<file path="src/rtl/control_sequencer_pkg.sv">
// control_sequencer_pkg
//   Shared definitions for the control sequencer: instruction-register field
//   positions, opcode constants, register-field select codes, the state
//   enumeration and the opcode classification used by op_decode.
//   Build option: MUL_DIV_EN adds the MUL/DIV sequence and the T6 state.
package control_sequencer_pkg;

  localparam int IR_W    = 32;
  localparam int OPC_W   = 5;

  // Instruction register field positions
  localparam int OPC_MSB = 31;
  localparam int OPC_LSB = 27;
  localparam int RA_MSB  = 26;
  localparam int RA_LSB  = 23;
  localparam int RB_MSB  = 22;
  localparam int RB_LSB  = 19;
  localparam int RC_MSB  = 18;
  localparam int RC_LSB  = 15;

  // Opcodes
  localparam logic [OPC_W-1:0] OPC_ADD  = 5'b00011;
  localparam logic [OPC_W-1:0] OPC_SUB  = 5'b00100;
  localparam logic [OPC_W-1:0] OPC_AND  = 5'b00101;
  localparam logic [OPC_W-1:0] OPC_OR   = 5'b00110;
  localparam logic [OPC_W-1:0] OPC_MUL  = 5'b01111;
  localparam logic [OPC_W-1:0] OPC_DIV  = 5'b10000;
  localparam logic [OPC_W-1:0] OPC_NEG  = 5'b10001;
  localparam logic [OPC_W-1:0] OPC_NOT  = 5'b10010;
  localparam logic [OPC_W-1:0] OPC_NOP  = 5'b11010;
  localparam logic [OPC_W-1:0] OPC_HALT = 5'b11011;

  // One-hot {Gra, Grb, Grc} register-field select
  localparam logic [2:0] GSEL_RA = 3'b100;
  localparam logic [2:0] GSEL_RB = 3'b010;
  localparam logic [2:0] GSEL_RC = 3'b001;

  typedef enum logic [2:0] {
    ST_T0,
    ST_T1,
    ST_T2,
    ST_T3,
    ST_T4,
    ST_T5,
`ifdef MUL_DIV_EN
    ST_T6,
`endif
    ST_HALTED
  } state_e;

  typedef enum logic [2:0] {
    CLS_NOP,     // NOP and every undefined opcode
    CLS_THREE,   // ra <- rb op rc
    CLS_UNARY,   // ra <- op rb
    CLS_MULDIV,  // {HI,LO} <- ra op rb
    CLS_HALT
  } op_class_e;

  // The ALU operation code is the low four opcode bits.
  function automatic logic [3:0] alu_op(input logic [OPC_W-1:0] opc);
    return opc[3:0];
  endfunction

endpackage

</file>
<file path="src/rtl/control_sequencer_op_decode.sv">
// op_decode
//   Classifies a 5-bit opcode into the instruction families the sequencer
//   walks through: three-register, unary, multiply/divide, nop, halt.
//   Build option: without MUL_DIV_EN, MUL and DIV classify as NOP.
//   Ports:
//     opcode   in  [4:0]  opcode to classify
//     op_class out        instruction family
module op_decode
  import control_sequencer_pkg::*;
(
  input  logic [OPC_W-1:0] opcode,
  output op_class_e        op_class
);

  always_comb begin
    op_class = CLS_NOP;
    case (opcode)
      OPC_ADD, OPC_SUB, OPC_AND, OPC_OR: op_class = CLS_THREE;
      OPC_NEG, OPC_NOT:                  op_class = CLS_UNARY;
`ifdef MUL_DIV_EN
      OPC_MUL, OPC_DIV:                  op_class = CLS_MULDIV;
`else
      OPC_MUL, OPC_DIV:                  op_class = CLS_NOP;
`endif
      OPC_HALT:                          op_class = CLS_HALT;
      OPC_NOP:                           op_class = CLS_NOP;
      default:                           op_class = CLS_NOP;
    endcase
  end

endmodule

</file>
<file path="src/rtl/control_sequencer.sv">
// control_sequencer
//   Moore control unit for a single-bus datapath. Fetches (T0..T2), then
//   sequences the execute phase by opcode class. HALT parks in HALTED until
//   clear. Build option: MUL_DIV_EN enables MUL/DIV (T3..T6, Z high, HI/LO).
//   Ports:
//     Clock     in       rising-edge clock
//     clear     in       asynchronous active-low reset
//     ir        in  [31] instruction register (opcode ir[31:27])
//     mem_done  in       memory read complete, sampled in T1
//     halted    out      high in HALTED
//     PCout..Zhighout, Rin, Rout, HIin, LOin  out  datapath strobes
//     gsel      out [3]  one-hot {Gra,Grb,Grc}
//     operation out [4]  ALU operation, 0 when not executing
module control_sequencer
  import control_sequencer_pkg::*;
(
  input  logic            Clock,
  input  logic            clear,
  input  logic [IR_W-1:0] ir,
  input  logic            mem_done,
  output logic            halted,
  output logic            PCout,
  output logic            PCin,
  output logic            IncPC,
  output logic            MARin,
  output logic            MDRin,
  output logic            MDRout,
  output logic            Read,
  output logic            IRin,
  output logic            Yin,
  output logic            Zin_low,
  output logic            Zin_high,
  output logic            Zlowout,
  output logic            Zhighout,
  output logic [2:0]      gsel,
  output logic            Rin,
  output logic            Rout,
  output logic            HIin,
  output logic            LOin,
  output logic [3:0]      operation
);

  state_e           state_q, state_d;
  logic [OPC_W-1:0] opcode_q, opcode_d;
  logic             t1_wait_q, t1_wait_d;
  logic [OPC_W-1:0] opcode_cur;
  op_class_e        op_class;

  // IR is loaded at the end of T2, so during T3 the opcode comes straight
  // from ir; from T4 on the captured copy is used so the datapath may change
  // ir without disturbing the running instruction.
  assign opcode_cur = (state_q == ST_T3) ? ir[OPC_MSB:OPC_LSB] : opcode_q;

  // Register fields are consumed by the datapath, not by the sequencer.
  logic unused_ir;
  assign unused_ir = ^{ir[RA_MSB:RA_LSB], ir[RB_MSB:RB_LSB],
                       ir[RC_MSB:RC_LSB], ir[RC_LSB-1:0]};

  op_decode u_op_decode (
    .opcode   (opcode_cur),
    .op_class (op_class)
  );

  // NOTE: state flops use non-blocking assignments so every flop samples
  // the pre-edge values of the others, matching real hardware.
  always_ff @(posedge Clock or negedge clear) begin
    if (!clear) begin
      state_q   <= ST_T0;
      opcode_q  <= '0;
      t1_wait_q <= 1'b0;
    end else begin
      state_q   <= state_d;
      opcode_q  <= opcode_d;
      t1_wait_q <= t1_wait_d;
    end
  end

  // Next-state logic
  // NOTE: every signal gets a default before the case so no path leaves it
  // unassigned, which would otherwise infer a latch.
  always_comb begin
    state_d   = state_q;
    opcode_d  = opcode_q;
    // High on every T1 cycle after the first, gating PCin to one pulse.
    t1_wait_d = (state_q == ST_T1);

    case (state_q)
      ST_T0: state_d = ST_T1;
      ST_T1: state_d = mem_done ? ST_T2 : ST_T1;
      ST_T2: state_d = ST_T3;
      ST_T3: begin
        opcode_d = ir[OPC_MSB:OPC_LSB];
        case (op_class)
          CLS_THREE, CLS_UNARY: state_d = ST_T4;
`ifdef MUL_DIV_EN
          CLS_MULDIV:           state_d = ST_T4;
`endif
          CLS_HALT:             state_d = ST_HALTED;
          default:              state_d = ST_T0;
        endcase
      end
      ST_T4: begin
        case (op_class)
          CLS_THREE:  state_d = ST_T5;
`ifdef MUL_DIV_EN
          CLS_MULDIV: state_d = ST_T5;
`endif
          default:    state_d = ST_T0;
        endcase
      end
      ST_T5: begin
`ifdef MUL_DIV_EN
        state_d = (op_class == CLS_MULDIV) ? ST_T6 : ST_T0;
`else
        state_d = ST_T0;
`endif
      end
`ifdef MUL_DIV_EN
      ST_T6:     state_d = ST_T0;
`endif
      ST_HALTED: state_d = ST_HALTED;
      default:   state_d = ST_T0;
    endcase
  end

  // Output decode (state plus the instruction being executed)
  always_comb begin
    halted    = 1'b0;
    PCout     = 1'b0;
    PCin      = 1'b0;
    IncPC     = 1'b0;
    MARin     = 1'b0;
    MDRin     = 1'b0;
    MDRout    = 1'b0;
    Read      = 1'b0;
    IRin      = 1'b0;
    Yin       = 1'b0;
    Zin_low   = 1'b0;
    Zin_high  = 1'b0;
    Zlowout   = 1'b0;
    Zhighout  = 1'b0;
    gsel      = 3'b000;
    Rin       = 1'b0;
    Rout      = 1'b0;
    HIin      = 1'b0;
    LOin      = 1'b0;
    operation = 4'b0000;

    case (state_q)
      ST_T0: begin
        PCout   = 1'b1;
        MARin   = 1'b1;
        IncPC   = 1'b1;
        Zin_low = 1'b1;
      end
      ST_T1: begin
        Zlowout = 1'b1;
        PCin    = ~t1_wait_q;
        Read    = 1'b1;
        MDRin   = 1'b1;
      end
      ST_T2: begin
        MDRout = 1'b1;
        IRin   = 1'b1;
      end
      ST_T3: begin
        case (op_class)
          CLS_THREE: begin
            gsel = GSEL_RB;
            Rout = 1'b1;
            Yin  = 1'b1;
          end
          CLS_UNARY: begin
            gsel      = GSEL_RB;
            Rout      = 1'b1;
            Zin_low   = 1'b1;
            operation = alu_op(opcode_cur);
          end
`ifdef MUL_DIV_EN
          CLS_MULDIV: begin
            gsel = GSEL_RA;
            Rout = 1'b1;
            Yin  = 1'b1;
          end
`endif
          default: ;
        endcase
      end
      ST_T4: begin
        case (op_class)
          CLS_THREE: begin
            gsel      = GSEL_RC;
            Rout      = 1'b1;
            Zin_low   = 1'b1;
            operation = alu_op(opcode_cur);
          end
          CLS_UNARY: begin
            Zlowout = 1'b1;
            gsel    = GSEL_RA;
            Rin     = 1'b1;
          end
`ifdef MUL_DIV_EN
          CLS_MULDIV: begin
            gsel      = GSEL_RB;
            Rout      = 1'b1;
            Zin_low   = 1'b1;
            Zin_high  = 1'b1;
            operation = alu_op(opcode_cur);
          end
`endif
          default: ;
        endcase
      end
      ST_T5: begin
        case (op_class)
          CLS_THREE: begin
            Zlowout = 1'b1;
            gsel    = GSEL_RA;
            Rin     = 1'b1;
          end
`ifdef MUL_DIV_EN
          CLS_MULDIV: begin
            Zlowout = 1'b1;
            LOin    = 1'b1;
          end
`endif
          default: ;
        endcase
      end
`ifdef MUL_DIV_EN
      ST_T6: begin
        Zhighout = 1'b1;
        HIin     = 1'b1;
      end
`endif
      ST_HALTED: halted = 1'b1;
      default: ;
    endcase
  end

endmodule

</file>
<file path="config.mk">
export PLATFORM = sky130hd
export DESIGN_NAME = control_sequencer
export DESIGN_NICKNAME = d
export VERILOG_FILES = /design/src/rtl/control_sequencer_pkg.sv /design/src/rtl/control_sequencer_op_decode.sv /design/src/rtl/control_sequencer.sv
export SDC_FILE = /design/constraint.sdc
export NUM_CORES = 1
export LEC_CHECK = 0
export ABC_AREA = 1
export BUFFER_PORTS_ARGS = -buffer_cell sky130_fd_sc_hd__buf_2
export CAP_MARGIN = 0
export CELL_PAD_IN_SITES_DETAIL_PLACEMENT = 0
export CELL_PAD_IN_SITES_GLOBAL_PLACEMENT = 2
export CORE_UTILIZATION = 20
export CTS_BUF_LIST = sky130_fd_sc_hd__clkbuf_8
export DETAILED_ROUTE_END_ITERATION = 6
export PLACE_DENSITY = 0.95
export SYNTH_ARGS = -nofsm -noshare
export SYNTH_HDL_FRONTEND = slang
export SYNTH_HIERARCHICAL = 1
export SYNTH_SLANG_ARGS = --single-unit
</file>
<file path="constraint.sdc">
create_clock -name Clock -period 4.25 [get_ports Clock]
set_input_delay 0.425 -clock Clock [delete_from_list [all_inputs] [get_ports Clock]]
set_output_delay 0.425 -clock Clock [all_outputs]
set_load 0.1 [all_outputs]
</file>
==> metrics.md <==
| Metric | Value |
|---|---|
| Clock sink total | `9` |
| Final Setup Violations | `0` |
| Top_reg_cell synth | `dfrtp_1` |
| R2R depth | `12` |
| EDFF count, synth | `0` |
| Detailed Place HPWL | `1290 µm` |
| Post-Synthesis Cells | `around 110` |
| All-Layer GR Usage | `0.0860` |
| Post-synthesis register bit count | `9` |
| Critical path startpoint category | `register` |
| CP endpoint kind | `output pin` |
| Core Area | `approximately 3500 µm²` |
| CTS tree | `built` |
| # DRC | `0` |
| Final Max Tran Viols | `0` |
| Via count of the first global-routing pass | `~640` |
| Post-synth cell types | `19` |
| Setup CP Type | `reg -> out` |
| Placement Rows | `21` |
| Syn avg cell area | `6.77 µm²` |
| Final cell count without fillers | `approximately 180` |
| Async S/R FF share, synth | `1.00` |
| Root buf cell | `clkbuf_8` |
| CTS buffer count | `3` |
| Post-CTS Hold Fix Bufs | `0` |
| Status | `complete, no violations` |
| Synth top area cells | `dfrtp_1 30%, nand2_1 19%, buf_4 8.0%` |
| Largest net degree at the start of global routing | `11` |
| Total wire length | `about 1600 µm` |
| Max Cap Viol | `0` |
| Setup bufs post-CTS | `0` |
| Area growth syn-to-layout | `22.8%` |
| Drt initial violations | `46` |
| Final Cycle Share | `0.747` |
| Setup repair after global routing missed its margin | `no` |
| Post-synth top area share | `0.300` |
| Hold Fails Final Rpt | `0` |
| Tightest Hold Check Type | `in -> async` |
| CTS max path bufs | `2` |
| Synth area leader | `dfrtp_1` |
| Layout cells sized above 1 | `0.301` |
| Congestion Overflow GR | `0` |
| Placed Cells incl. Taps | `178` |
| DRT Pass-1 Iters | `4` |
| Vias | `724` |
| Yosys Warn Count | `6` |
| Starting density of the core | `0.217` |
| Sequential area share after synthesis | `0.300` |
| Clock Skews | `about 0.0025 ns` |
| Die Ht | `~63 µm` |
| CP Data Arrival Time | `between 2 and 3 ns` |
| ANT nets after route | `0` |
| # IOs | `60` |
| Routability Congestion | `around 0.75` |
| Initial antenna violation count | `0` |
| Width of the die | `about 63 µm` |
| Post_cts resized | `0` |
| Setup_tns | `0 ns` |
| IO Port Bufs | `28` |
| Worst-path clk slew | `roughly 0.04 ns` |
| CP required | `roughly 3.8 ns` |
| Antenna fix cells | `0` |
| Skew-Pair Late Insertion Delay | `0.23 ns` |
| First-pass GRT wire length | `around 2700 µm` |
| CTS H-tree depth | `1` |
| Vias/cell | `3.98` |
| Nets@finish | `174` |
| Final critical-path required period | `between 3 and 4 ns` |
| Fmax achieved | `between 300 and 400 MHz` |
| Die area | `4010 µm²` |
| DR WL/cell | `roughly 8.8 µm` |
| Mapped Area | `between 700 and 800 µm²` |
| Critical path peak fanout | `8` |
[final timing paths]
check                            start      endpoint  slack, ns
setup reg to reg            state_q[2]    state_q[0]       2.12
setup / recovery            state_q[2]  operation[0]       1.07
hold / removal                   clear    state_q[2]       0.04
hold reg to reg            opcode_q[4]   opcode_q[4]       0.52
min in group Clock            mem_done    state_q[1]       0.44
max in group asynchronous        clear   opcode_q[3]       4.03
[per-layer routing]
metal,up-vias,GRT usage,routed length (µm)
met5,-,0,0
met1,317,0.0946,689
met2,24,0.159,806
met3,0,0.0344,112
met4,0,0.00852,0
li1,383,-,-
[state kept, by name (all words and copies together), names as in the netlist]
name	count
t1_wait_q	1
opcode_q	5
state_q	3
[cells by family (layout without fill, tap and decap cells)]
kind of cell    count (synthesis)  after routing  synth area share
fa+ha+maj                       2              2            0.0333
simple gates                   68             68             0.439
compound gates                  3              3            0.0233
buf+inv                        28             50             0.200
other cells                     1              4           0.00499
flops                           9              9             0.300
[layout by cell type, fill, tap and decap left out]
cell type / Yosys / final
buf_2: 0 / 28
inv_1: 14 / 15
nor2_4: 2 / 2
ha_1: 2 / 2
clkbuf_8: 0 / 3
nand3_2: 1 / 1
nand2_1: 39 / 39
dfrtp_1: 9 / 9
nand4_1: 4 / 4
conb_1: 1 / 4
nor3_1: 3 / 3
nand3_1: 6 / 6
nor2_1: 9 / 9
or2_0: 1 / 1
inv_2: 4 / 4
nand3_4: 2 / 2
o211ai_1: 1 / 1
o21ai_0: 2 / 2
nor2_2: 1 / 1
[through the flow]
step / hold WS [ns] / utilization / instance area, µm² / worst slack, ns
finish: 0.0364 / 0.266 / 923 / 1.07
global route: 0.0532 / 0.266 / 923 / 0.855
detailed placement: 0.292 / 0.253 / 878 / 1.32
global placement: 0.292 / 0.253 / 878 / 1.27
floorplan: 0.129 / - / 763 / 0.235
CTS: 0.0456 / 0.266 / 923 / 1.05
[cell usage after synthesis (2+ instances only)]
library cell	n
buf_6	2
ha_1	2
nor2_1	9
o21ai_0	2
nand3_4	2
nand3_1	6
inv_1	14
nand4_1	4
nor2_4	2
inv_2	4
buf_4	8
nor3_1	3
nand2_1	39
dfrtp_1	9
[cell type report]
| class | count | area, µm² |
|---|---|---|
| multi-input cells | 77 | 388 |
| flip-flops and latches | 9 | 225 |
| inverters | 18 | 67.6 |
| clock inverters | 1 | 3.75 |
| repair buffers | 28 | 140 |
| clock buffers | 3 | 41.3 |
| well taps | 46 | 57.6 |
| fillers | 405 | 2540 |
[critical path, cell delays in order, from the launching register on]
cell	delay, ns
dfrtp_1	0.43
inv_2	0.17
nand3_4	0.15
nand2_1	0.09
nand2_1	0.10
ha_1	0.30
nand2_1	0.05
nor3_1	0.27
nand3_1	0.23
nor2_4	0.17
nand2_1	0.07
nand2_1	0.06
buf_2	0.41
Power is left out: the tool's default activity adds up to more than one toggle a clock period on the data nets, which glitch-free logic cannot reach.
